`src/rtl/data_mem_arb_pkg.sv`:
```
// Shared definitions for the data-memory arbiter slice.
//   state_e         : sequencer states (IDLE, ACCESS, RESP)
//   PORT0 / PORT1   : master identifiers used for ownership and pointer
//   DEFAULT_ADDR_HI : highest byte-address bit decoded by the 16K x 32 memory
package data_mem_arb_pkg;

  typedef enum logic [1:0] {
    IDLE   = 2'd0,
    ACCESS = 2'd1,
    RESP   = 2'd2
  } state_e;

  localparam logic PORT0 = 1'b0;
  localparam logic PORT1 = 1'b1;

  localparam int unsigned DEFAULT_ADDR_HI = 15;

endpackage

```
`src/rtl/data_mem_arbiter_rr_arbiter2.sv`:
```
// Two-requester round-robin arbiter.
//   clk, reset : clock, asynchronous active-high reset (pointer -> port 0)
//   en         : arbitration allowed this cycle
//   req[1:0]   : request per port
//   gnt[1:0]   : one-hot grant (combinational)
// The pointer names the favoured port on a tie; after any grant it moves to
// the port that did not win.
module rr_arbiter2
  import data_mem_arb_pkg::*;
(
  input  logic       clk,
  input  logic       reset,
  input  logic       en,
  input  logic [1:0] req,
  output logic [1:0] gnt
);

  logic ptr_q;
  logic ptr_d;

  always_comb begin
    gnt   = '0;
    ptr_d = ptr_q;
    if (en) begin
      // A lone requester wins regardless of the pointer.
      if (req[0] && (!req[1] || ptr_q == PORT0)) begin
        gnt = 2'b01;
      end else if (req[1]) begin
        gnt = 2'b10;
      end
    end
    if (gnt[0]) begin
      ptr_d = PORT1;
    end else if (gnt[1]) begin
      ptr_d = PORT0;
    end
  end

  always_ff @(posedge clk or posedge reset) begin
    if (reset) begin
      ptr_q <= PORT0;
    end else begin
      ptr_q <= ptr_d;
    end
  end

endmodule

```
`src/rtl/data_mem_arbiter.sv`:
```
// Two-port arbiter and access sequencer in front of the word-addressed data
// memory. Port 0 is the CPU load/store unit, port 1 a secondary master.
//   clk, reset            : clock, asynchronous active-high reset
//   mN_req/we/addr/wdata  : master command, held stable until mN_gnt
//   mN_gnt                : combinational accept, command latched at the edge
//   mN_rvalid/rdata/err   : one-cycle response to the owning master only
//   mem_write/read/addr/wdata, mem_rdata : single memory port
// Each access takes grant (G), memory strobe (G+1) and response (G+2); a new
// grant may overlap the response cycle. Misaligned or out-of-range addresses
// are flagged at grant and never strobe the memory.
module data_mem_arbiter
  import data_mem_arb_pkg::*;
#(
  parameter int unsigned ADDR_HI = DEFAULT_ADDR_HI
) (
  input  logic        clk,
  input  logic        reset,
  input  logic        m0_req,
  input  logic        m0_we,
  input  logic [31:0] m0_addr,
  input  logic [31:0] m0_wdata,
  input  logic        m1_req,
  input  logic        m1_we,
  input  logic [31:0] m1_addr,
  input  logic [31:0] m1_wdata,
  output logic        m0_gnt,
  output logic        m1_gnt,
  output logic        m0_rvalid,
  output logic        m1_rvalid,
  output logic [31:0] m0_rdata,
  output logic [31:0] m1_rdata,
  output logic        m0_err,
  output logic        m1_err,
  output logic        mem_write,
  output logic        mem_read,
  output logic [31:0] mem_addr,
  output logic [31:0] mem_wdata,
  input  logic [31:0] mem_rdata
);

  state_e      state_q, state_d;
  logic        we_q, we_d;
  logic [31:0] addr_q, addr_d;
  logic [31:0] wdata_q, wdata_d;
  logic        owner_q, owner_d;
  logic        err_q, err_d;
  logic [31:0] rdata_q, rdata_d;

  logic [1:0]  gnt;
  logic        can_grant;
  logic        sel_we;
  logic [31:0] sel_addr;
  logic [31:0] sel_wdata;
  logic        sel_err;
  logic        mem_en;
  logic        in_resp;

  // Gating with reset keeps gnt low while reset is held.
  assign can_grant = (state_q != ACCESS) && !reset;

  rr_arbiter2 u_arb (
    .clk   (clk),
    .reset (reset),
    .en    (can_grant),
    .req   ({m1_req, m0_req}),
    .gnt   (gnt)
  );

  assign m0_gnt = gnt[0];
  assign m1_gnt = gnt[1];

  always_comb begin
    sel_we    = gnt[1] ? m1_we    : m0_we;
    sel_addr  = gnt[1] ? m1_addr  : m0_addr;
    sel_wdata = gnt[1] ? m1_wdata : m0_wdata;
    sel_err   = (sel_addr[1:0] != 2'b00) ||
                ((sel_addr >> (ADDR_HI + 1)) != 32'd0);
  end

  always_comb begin
    state_d = state_q;
    we_d    = we_q;
    addr_d  = addr_q;
    wdata_d = wdata_q;
    owner_d = owner_q;
    err_d   = err_q;
    rdata_d = rdata_q;
    case (state_q)
      IDLE, RESP: begin
        if (|gnt) begin
          state_d = ACCESS;
          we_d    = sel_we;
          addr_d  = sel_addr;
          wdata_d = sel_wdata;
          owner_d = gnt[1] ? PORT1 : PORT0;
          err_d   = sel_err;
        end else begin
          state_d = IDLE;
        end
      end
      ACCESS: begin
        state_d = RESP;
        rdata_d = (!we_q && !err_q) ? mem_rdata : '0;
      end
      default: state_d = IDLE;
    endcase
  end

  always_ff @(posedge clk or posedge reset) begin
    if (reset) begin
      state_q <= IDLE;
      we_q    <= 1'b0;
      addr_q  <= '0;
      wdata_q <= '0;
      owner_q <= PORT0;
      err_q   <= 1'b0;
      rdata_q <= '0;
    end else begin
      state_q <= state_d;
      we_q    <= we_d;
      addr_q  <= addr_d;
      wdata_q <= wdata_d;
      owner_q <= owner_d;
      err_q   <= err_d;
      rdata_q <= rdata_d;
    end
  end

  // Strobes derive from the asynchronously reset state, so reset mid-access
  // removes them before the write edge.
  assign mem_en    = (state_q == ACCESS) && !err_q;
  assign mem_write = mem_en && we_q;
  assign mem_read  = mem_en && !we_q;
  assign mem_addr  = mem_en ? addr_q  : '0;
  assign mem_wdata = mem_en ? wdata_q : '0;

  assign in_resp   = (state_q == RESP);
  assign m0_rvalid = in_resp && (owner_q == PORT0);
  assign m1_rvalid = in_resp && (owner_q == PORT1);
  assign m0_err    = m0_rvalid && err_q;
  assign m1_err    = m1_rvalid && err_q;
  assign m0_rdata  = m0_rvalid ? rdata_q : '0;
  assign m1_rdata  = m1_rvalid ? rdata_q : '0;

endmodule

```
`config.mk`:
```
export PLATFORM = sky130hd
export DESIGN_NAME = data_mem_arbiter
export DESIGN_NICKNAME = d
export VERILOG_FILES = /design/src/rtl/data_mem_arb_pkg.sv /design/src/rtl/data_mem_arbiter_rr_arbiter2.sv /design/src/rtl/data_mem_arbiter.sv
export SDC_FILE = /design/constraint.sdc
export NUM_CORES = 1
export LEC_CHECK = 0
export ABC_CLOCK_PERIOD_IN_PS = 7710
export CORE_ASPECT_RATIO = 0.6
export CORE_UTILIZATION = 42
export DETAILED_ROUTE_END_ITERATION = 6
export GPL_TIMING_DRIVEN = 0
export PLACE_DENSITY = 0.84
export SYNTH_ARGS = -nofsm -noshare
export SYNTH_HDL_FRONTEND = slang
export SYNTH_SLANG_ARGS = --single-unit
```
`constraint.sdc`:
```
create_clock -name clk -period 7.71 [get_ports clk]
set_clock_uncertainty 0.15 [all_clocks]
set_input_delay 1.1565 -clock clk [delete_from_list [all_inputs] [get_ports clk]]
set_output_delay 1.1565 -clock clk [all_outputs]
set_load 0.01 [all_outputs]
```
# After elaboration in Yosys (flattened, before gate mapping)
# Cells that the tools add are included.
# word_totals
register_bits,102
in_bits,166
output_inout_bits,136
# classes
n_eq_ne,3
mux,16
bitwise,2
reduce_logical,23
# ops
cell,count
32-bit two-way mux,7
32-bit nonzero test,1
1-bit logical AND,10
2-bit two-way mux,3
1-bit two-way mux,5
1-bit zero test,4
2-bit one-hot mux with 2 select lines,1
2-bit nonzero test,2
2-bit OR reduction,2
"2-bit by 1-bit equality test with 1-bit output, second input constant",1
"2-bit equality test, second input constant",1
2-bit zero test,1
1-bit logical OR,2
"2-bit by 1-bit != test with 1-bit output, second input constant",1
1-bit inverter,2
2-bit AND reduction,1

# Depth between registers and ports, before layout
# Gate-level depths: netlist of run 1.
# depth
ltp_word,8
mapped_depth,8
mapped_depth_nobuf,5

# Cells and area by module
# Synthesis of run 1 repeated with hierarchy kept, for this count alone.
# unflattened
hier_cells,543
hier_area_um2,5327.6
# by_module_without_submodules
module,instances,cells_per_inst,area_per_inst_um2,seq_area_each_um2
data_mem_arbiter,1,533,5255.0,2527.4
rr_arbiter2,1,10,72.6,25.0

# Worst setup path before layout of run 1
# Ideal clock, no wire load.
# synth_timing
path_kind,input port to output port
start,in reset
end,out m1_gnt
t_arrival_ns,4.163
t_required_ns,6.404
slack_ns,2.240
path_stages,4
path_buffers,1
path_cell_list,inv_1 o2111ai_2 inv_2 buf_2
# synth_between
elab_chain_cells,3
# synth_lines
element,line,source
from (decl),data_mem_arbiter.sv:17,"input logic reset,"
1-bit zero test (no source line),-,
1-bit logical AND,data_mem_arbiter.sv:59,assign can_grant = (state_q != ACCESS) && !reset;
2-bit two-way mux,data_mem_arbiter_rr_arbiter2.sv:24,if (en) begin
to (decl),data_mem_arbiter.sv:27,"output logic m1_gnt,"
# Every way passes these cells.

# Worst setup path after layout of run 1
# Same ends and word-level chain as after synthesis.

==> flow_metrics.py, run 1 <==
metrics = {
    "synthesis": {
        "synthCells": 587,
        "netlist_area_um2": 5250,
        "synth_xor_area_share_pct": 0,
        "ys_seq_area_share_pct": 48.6,
        "avgSynthCellArea_um2": 8.94,
        "synthMuxAreaShare_pct": 3.65,
        "syn-num-nets": 753,
        "synth-compound-area-share_pct": 13.5,
        "synth_seq_cells": 102,
        "synth_simple_gate_area_share_pct": 29.6,
        "synth_cell_type_count": 28,
        "synth_top_family_by_area": "simple AND/OR/NAND/NOR gates",
        "synth-warning-count": 0,
        "synth_fa_ha_area_share_pct": 0,
    },
    "worst_setup_path": {
        "cp-start-kind": "input pin",
        "reg2reg_slack_ns": 5.66,
        "arrival_ns": 3.43,
        "r2r-start": "state_q[0]",
        "critical_path_class": "in2out",
        "crit_fanout": 34,
        "end_kind": "primary output",
        "crit_start": "reset",
        "r2r_end": "wdata_q[30]",
        "required_ns": 6.40,
        "reg2regPathDepth": 4,
    },
    "clock_network": {
        "cts.clk_slew.worst_paths_ns": 0.07,
        "clk_path_buf_depth": 2,
        "post_cts_buffers": 0,
        "cts.htree.levels": 3,
        "cts_tree": "done",
        "cts_resized": 0,
        "clk_latency_ns": 0.34,
        "clock-sinks": 102,
        "cts_root_buf": "clkbuf_16",
        "holdBufCountCts": 0,
        "cts_buffers": 9,
    },
    "detailed_routing": {
        "drtPass1Iterations": 5,
        "viasPerCell": 5.13,
        "drt_iter0_markers": 291,
        "wl_um": 18500,
        "post-route-drc-count": 0,
        "wire_per_inst_um": 17.3,
        "ant_nets": 0,
        "dr_total_vias": 5489,
    },
    "final_layout": {
        "final_cell_mix": "301 x clkdlybuf4s50_1, 131 x and2_1, 102 x dfrtp_1",
        "antenna_cells": 0,
        "fillCellCount": 952,
        "area_growth_pct": 68.0,
        "nets": 1066,
        "layout.cells.most_common": "clkdlybuf4s50_1",
        "drive_gt1_share_pct": 4.86,
    },
    "sta": {
        "hold_ws_ns": 0.368,
        "finalHoldViolations": 0,
        "rsz0062_at_grt": "false",
        "relSlewSlack_pct": 43.4,
        "tightest_slew_ns": 0.848,
        "finalSetupViolCount": 0,
        "fmax_ghz": 0.211,
        "fin_tns_setup_ns": 0,
        "fin_crit_sh_pct": 61.4,
        "period_minus_slack_ns": 4.73,
        "slew_violations": 0,
    },
    "power": {
        "powerDensity_nw_per_um2": 157,
        "leakagePower_nw": 3.75,
        "irDropWorstVdd_mv": 0.108,
    },
    "grt": {
        "track_usage_pct": 28.4,
        "grt-ovfl-total": 0,
        "grt_pass1_wl_um": 28300,
        "antenna_found_initial": 0,
        "grt_max_degree": 71,
        "grt_pass1_vias": 5383,
    },
    "floorplan": {
        "die_h_um": 88.6,
        "placementRows": 31,
        "die_x_um": 146,
        "ios": 302,
        "core-area_um2": 12100,
        "start_util_pct": 43.4,
        "dieArea_um2": 13000,
    },
    "placed_design": {
        "dp_hpwl_um": 14400,
        "port_buffers": 301,
        "gp_congestion": 0.939,
    },
    "hold_path": {
        "worstHoldStart": "rdata_q[29]",
        "hold_depth": 1,
        "hold_end": "rdata_q[29]",
        "hold_path_class": "reg2reg",
    },
    "job": {
        "drv_cap": 0,
    },
    "outcome": {
        "outcome": "complete, no violations",
    },
}
synthesized netlist by cell type:
| cell type | number | area, um^2 |
|---|---|---|
| o2111ai_2 | 1 | 15.0 |
| nor2_1 | 70 | 263 |
| nor4_1 | 5 | 31.3 |
| nand4_1 | 2 | 12.5 |
| mux2_2 | 1 | 11.3 |
| a21oi_1 | 20 | 100 |
| nor3b_1 | 1 | 7.51 |
| nand2b_1 | 1 | 6.26 |
| o21ai_1 | 1 | 5.00 |
| nand3b_1 | 1 | 7.51 |
| buf_2 | 15 | 75.1 |
| buf_1 | 2 | 7.51 |
| inv_1 | 3 | 11.3 |
| dfrtp_1 | 102 | 2550 |
| or4_1 | 1 | 7.51 |
| nor3_1 | 3 | 15.0 |
| buf_4 | 5 | 37.5 |
| mux2i_1 | 18 | 180 |
| buf_6 | 2 | 22.5 |
| a31oi_1 | 49 | 307 |
| nor3_2 | 2 | 20.0 |
| and3b_1 | 1 | 8.76 |
| a22o_1 | 32 | 280 |
| clkbuf_2 | 1 | 5.00 |
| nand2_1 | 95 | 357 |
| clkbuf_1 | 21 | 78.8 |
| inv_2 | 1 | 3.75 |
| and2_1 | 131 | 820 |
cell type report:
cell class | instances | area [um^2] | share of cell area (%)
Sequential cell | 102 | 2550 | 29.0
Tap cell | 165 | 206 | 2.34
Multi-Input combinational cell | 435 | 2450 | 27.8
Buffer | 46 | 226 | 2.57
Clock buffer | 11 | 233 | 2.64
Inverter | 4 | 17.5 | 0.199
Timing Repair Buffer | 302 | 3040 | 34.5
Clock inverter | 5 | 83.8 | 0.951
cells by family after synthesis:
family / count (synthesis)
simple gates: 313
compound gates: 103
flops: 102
buf+inv: 50
mux: 19
per-stage QoR:
| step | instance area, um^2 | power (mW) | worst slack [ns] | utilization, % | instances |
|---|---|---|---|---|---|
| after CTS | 8810 | 1.39 | 2.93 | 72.8 | 1070 |
| after floorplan | 5250 | 0.761 | 2.24 | - | 587 |
| after global placement | 8470 | 0.890 | -0.156 | 70.0 | 1053 |
| after detailed placement | 8500 | 0.905 | 2.94 | 70.2 | 1054 |
| after global routing | 8810 | 1.45 | 2.84 | 72.8 | 1070 |
| final | 8810 | 1.39 | 2.98 | 72.8 | 1070 |
worst max-delay path: stages:
cell	delay, ns
clkdlybuf4s50_1	0.49
inv_4	0.38
o2111ai_2	0.35
inv_2	0.20
buf_2	0.26
clkdlybuf4s50_1	0.57
worst max-delay path by stage:
| stage | to | slack [ns] | cells past startpoint |
|---|---|---|---|
| 2_1_floorplan | m1_gnt | 2.24 | 4 |
| 3_3_place_gp | m1_gnt | -0.16 | 6 |
| 3_5_place_dp | m1_gnt | 2.94 | 6 |
| 4_1_cts | m1_gnt | 2.93 | 6 |
| 5_1_grt | m1_gnt | 2.84 | 6 |
| 6_report | m1_gnt | 2.98 | 6 |
sequential cells by signal, indices dropped and copies added, names as in the netlist:
register	cells
owner_q	1
err_q	1
rdata_q	32
u_arb.ptr_q	1
addr_q	32
state_q	2
we_q	1
wdata_q	32
routing by layer:
metal | GRT usage (%) | wire length, um
met2 | 49.5 | 8970
met5 | 0 | 0
met1 | 36.8 | 8050
met4 | 7.86 | 316
met3 | 5.52 | 1160
power breakdown:
part	internal, mW	switching [mW]
sequential	0.601	0.0349
clock	0.286	0.203
combinational	0.137	0.124
total	1.02	0.362
Note: power is estimated with default switching activity, not from simulation.
==> run 2, diff against run 1 <==
--- a/config.mk
+++ b/config.mk
@@ -5,12 +5,12 @@
 export SDC_FILE = /design/constraint.sdc
 export NUM_CORES = 1
 export LEC_CHECK = 0
-export ABC_CLOCK_PERIOD_IN_PS = 7710
+export ABC_CLOCK_PERIOD_IN_PS = 4410
 export CORE_ASPECT_RATIO = 0.6
-export CORE_UTILIZATION = 42
+export CORE_UTILIZATION = 39
 export DETAILED_ROUTE_END_ITERATION = 6
 export GPL_TIMING_DRIVEN = 0
-export PLACE_DENSITY = 0.84
+export PLACE_DENSITY = 0.79
 export SYNTH_ARGS = -nofsm -noshare
 export SYNTH_HDL_FRONTEND = slang
 export SYNTH_SLANG_ARGS = --single-unit
==> constraint.sdc (replaced) <==
create_clock -name clk -period 4.41 [get_ports clk]
set_clock_uncertainty 0.15 [all_clocks]
set_input_delay 0.6615 -clock clk [delete_from_list [all_inputs] [get_ports clk]]
set_output_delay 0.6615 -clock clk [all_outputs]
set_load 0.01 [all_outputs]
==> run 2 against run 1 <==
- sequential power rose by 75%
- hold slack worse by 0.0025 ns
- first-iteration DRC count is 11% lower
- critical path depth did not move
- combinational power is 75% higher
- power is 70% higher
- flip-flop and latch count unchanged
- non-clock buffer count grew 2
- worst setup slack worse by 2.4 ns
- critical path type unchanged
- critical endpoint unchanged
- highest routed layer unchanged
==> flow_metrics.py, run 2 (synthesis results as in run 1) <==
metrics = {
    "worst_setup_path": {
        "max_stage_delay_ns": 0.56,
        "end_kind": "primary output",
        "crit_fanout": 27,
        "crit_path_frequent_cell": "clkdlybuf4s50_1",
        "crit_slowest_cell": "clkdlybuf4s50_1",
        "crit_chain": "clkdlybuf4s50_1, clkinvlp_4, o2111ai_2, inv_2, buf_2, clkdlybuf4s50_1",
        "critical_path_class": "in2out",
        "arrival_ns": 2.98,
        "cp-start-kind": "input pin",
        "required_ns": 3.60,
    },
    "sta": {
        "finalSetupViolCount": 0,
        "fin_crit_sh_pct": 85.9,
        "relSlewSlack_pct": 38.6,
        "tightest_slew_ns": 0.919,
        "rsz0062_at_grt": "false",
        "period_minus_slack_ns": 3.79,
        "fmax_ghz": 0.264,
        "slew_violations": 0,
        "finalHoldViolations": 0,
    },
    "final_layout": {
        "top_regs": "addr_q x32, rdata_q x32, wdata_q x32",
        "finish.utilization_pct": 68.1,
        "drive_gt1_share_pct": 5.07,
        "antenna_cells": 0,
        "nets": 1068,
        "final_cell_mix": "301 x clkdlybuf4s50_1, 131 x and2_1, 102 x dfrtp_1",
        "stdcell_area_um2": 8830,
        "layout.cells.most_common": "clkdlybuf4s50_1",
        "area_growth_pct": 68.2,
    },
    "floorplan": {
        "dieArea_um2": 13900,
        "die_h_um": 91.9,
        "core-area_um2": 13000,
        "placementRows": 32,
        "ios": 302,
        "start_util_pct": 40.5,
        "die_x_um": 152,
    },
    "clock_network": {
        "cts_resized": 0,
        "cts_buffers": 9,
        "clock-sinks": 102,
        "cts.clk_slew.worst_paths_ns": 0.06,
        "cts_tree": "done",
        "cts_root_buf": "clkbuf_16",
        "holdBufCountCts": 0,
        "cts.htree.levels": 3,
        "clk_path_buf_depth": 2,
        "post_cts_buffers": 0,
        "clk_latency_ns": 0.34,
    },
    "detailed_routing": {
        "wire_per_inst_um": 16.9,
        "post-route-drc-count": 0,
        "viasPerCell": 5.13,
        "drt_iter0_markers": 258,
        "wl_um": 18200,
        "ant_nets": 0,
        "dr_total_vias": 5520,
        "drtPass1Iterations": 5,
    },
    "grt": {
        "grt_pass1_vias": 5380,
        "track_usage_pct": 26.0,
        "grt_pass1_wl_um": 27400,
        "grt_max_degree": 30,
        "grt-ovfl-total": 0,
        "antenna_found_initial": 0,
    },
    "job": {
        "drv_cap": 0,
    },
    "power": {
        "powerDensity_nw_per_um2": 267,
        "leakagePower_nw": 3.75,
        "irDropWorstVdd_mv": 0.151,
        "p_total_mw": 2.36,
    },
    "placed_design": {
        "gp_congestion": 0.891,
        "dp_hpwl_um": 14700,
        "port_buffers": 301,
        "place_area_um2": 8540,
    },
    "outcome": {
        "outcome": "complete, no violations",
    },
    "hold_path": {
        "hold_path_class": "reg2reg",
    },
}
[run 2: cell count changes in the layout (fill, tap and decap cells not counted)]
| cell | previous run | this run |
|---|---|---|
| clkinvlp_4 | 2 | 3 |
| buf_12 | 0 | 3 |
| clkinv_4 | 1 | 0 |
| clkinv_2 | 0 | 1 |
| bufinv_16 | 2 | 1 |
| buf_16 | 1 | 0 |
| inv_4 | 1 | 0 |
| inv_6 | 0 | 1 |
[run 2: stage by stage]
stage                     std cells  setup TNS, ns  worst slack, ns  hold WS [ns]
after floorplan                 587              0            0.771         0.329
after global placement         1058         -31.23            -1.21         0.345
after detailed placement       1061              0            0.548         0.351
after CTS                      1077              0            0.541         0.371
after global routing           1077              0            0.372         0.386
final                          1077              0            0.621         0.366
[run 2: layer usage]
layer | global-route usage, % | up-vias | part of all wire (%)
li1 | - | 2597 | -
met1 | 32.6 | 2612 | 41
met2 | 43.6 | 269 | 48
met3 | 5.42 | 42 | 8.0
met4 | 10.6 | 0 | 3.3
met5 | 0 | - | 0
[run 2: layout make-up]
type | count | area (um^2)
Clock buffer | 11 | 233
Buffer | 46 | 226
Clock inverter | 5 | 58.8
Sequential cell | 102 | 2550
Tap cell | 170 | 213
Timing Repair Buffer | 304 | 3070
Inverter | 4 | 18.8
Multi-Input combinational cell | 435 | 2450
Fill cell | 1041 | 4140
[run 2: worst paths after layout]
path | from | to | slack [ns] | depth (start not counted)
setup reg to reg | state_q[0] | addr_q[9] | 2.44 | 4
min in group asynchronous | reset | rdata_q[2] | 0.67 | 2
setup / recovery | reset | m1_gnt | 0.62 | 6
hold / removal | addr_q[18] | addr_q[18] | 0.37 | 2
hold reg to reg | addr_q[18] | addr_q[18] | 0.37 | 2
max in group asynchronous | reset | addr_q[14] | 2.50 | 5
[run 2: report_power, final]
group | total [mW] | internal [mW] | switching [mW]
clock | 0.787 | 0.442 | 0.345
sequential | 1.11 | 1.05 | 0.0590
combinational | 0.458 | 0.243 | 0.216
total | 2.36 | 1.74 | 0.620
[run 2: critical path: cells and delay by family]
kind	cells	cell delay, ns
buffers and inverters	5	1.91
AO/OA/AOI/OAI	1	0.39
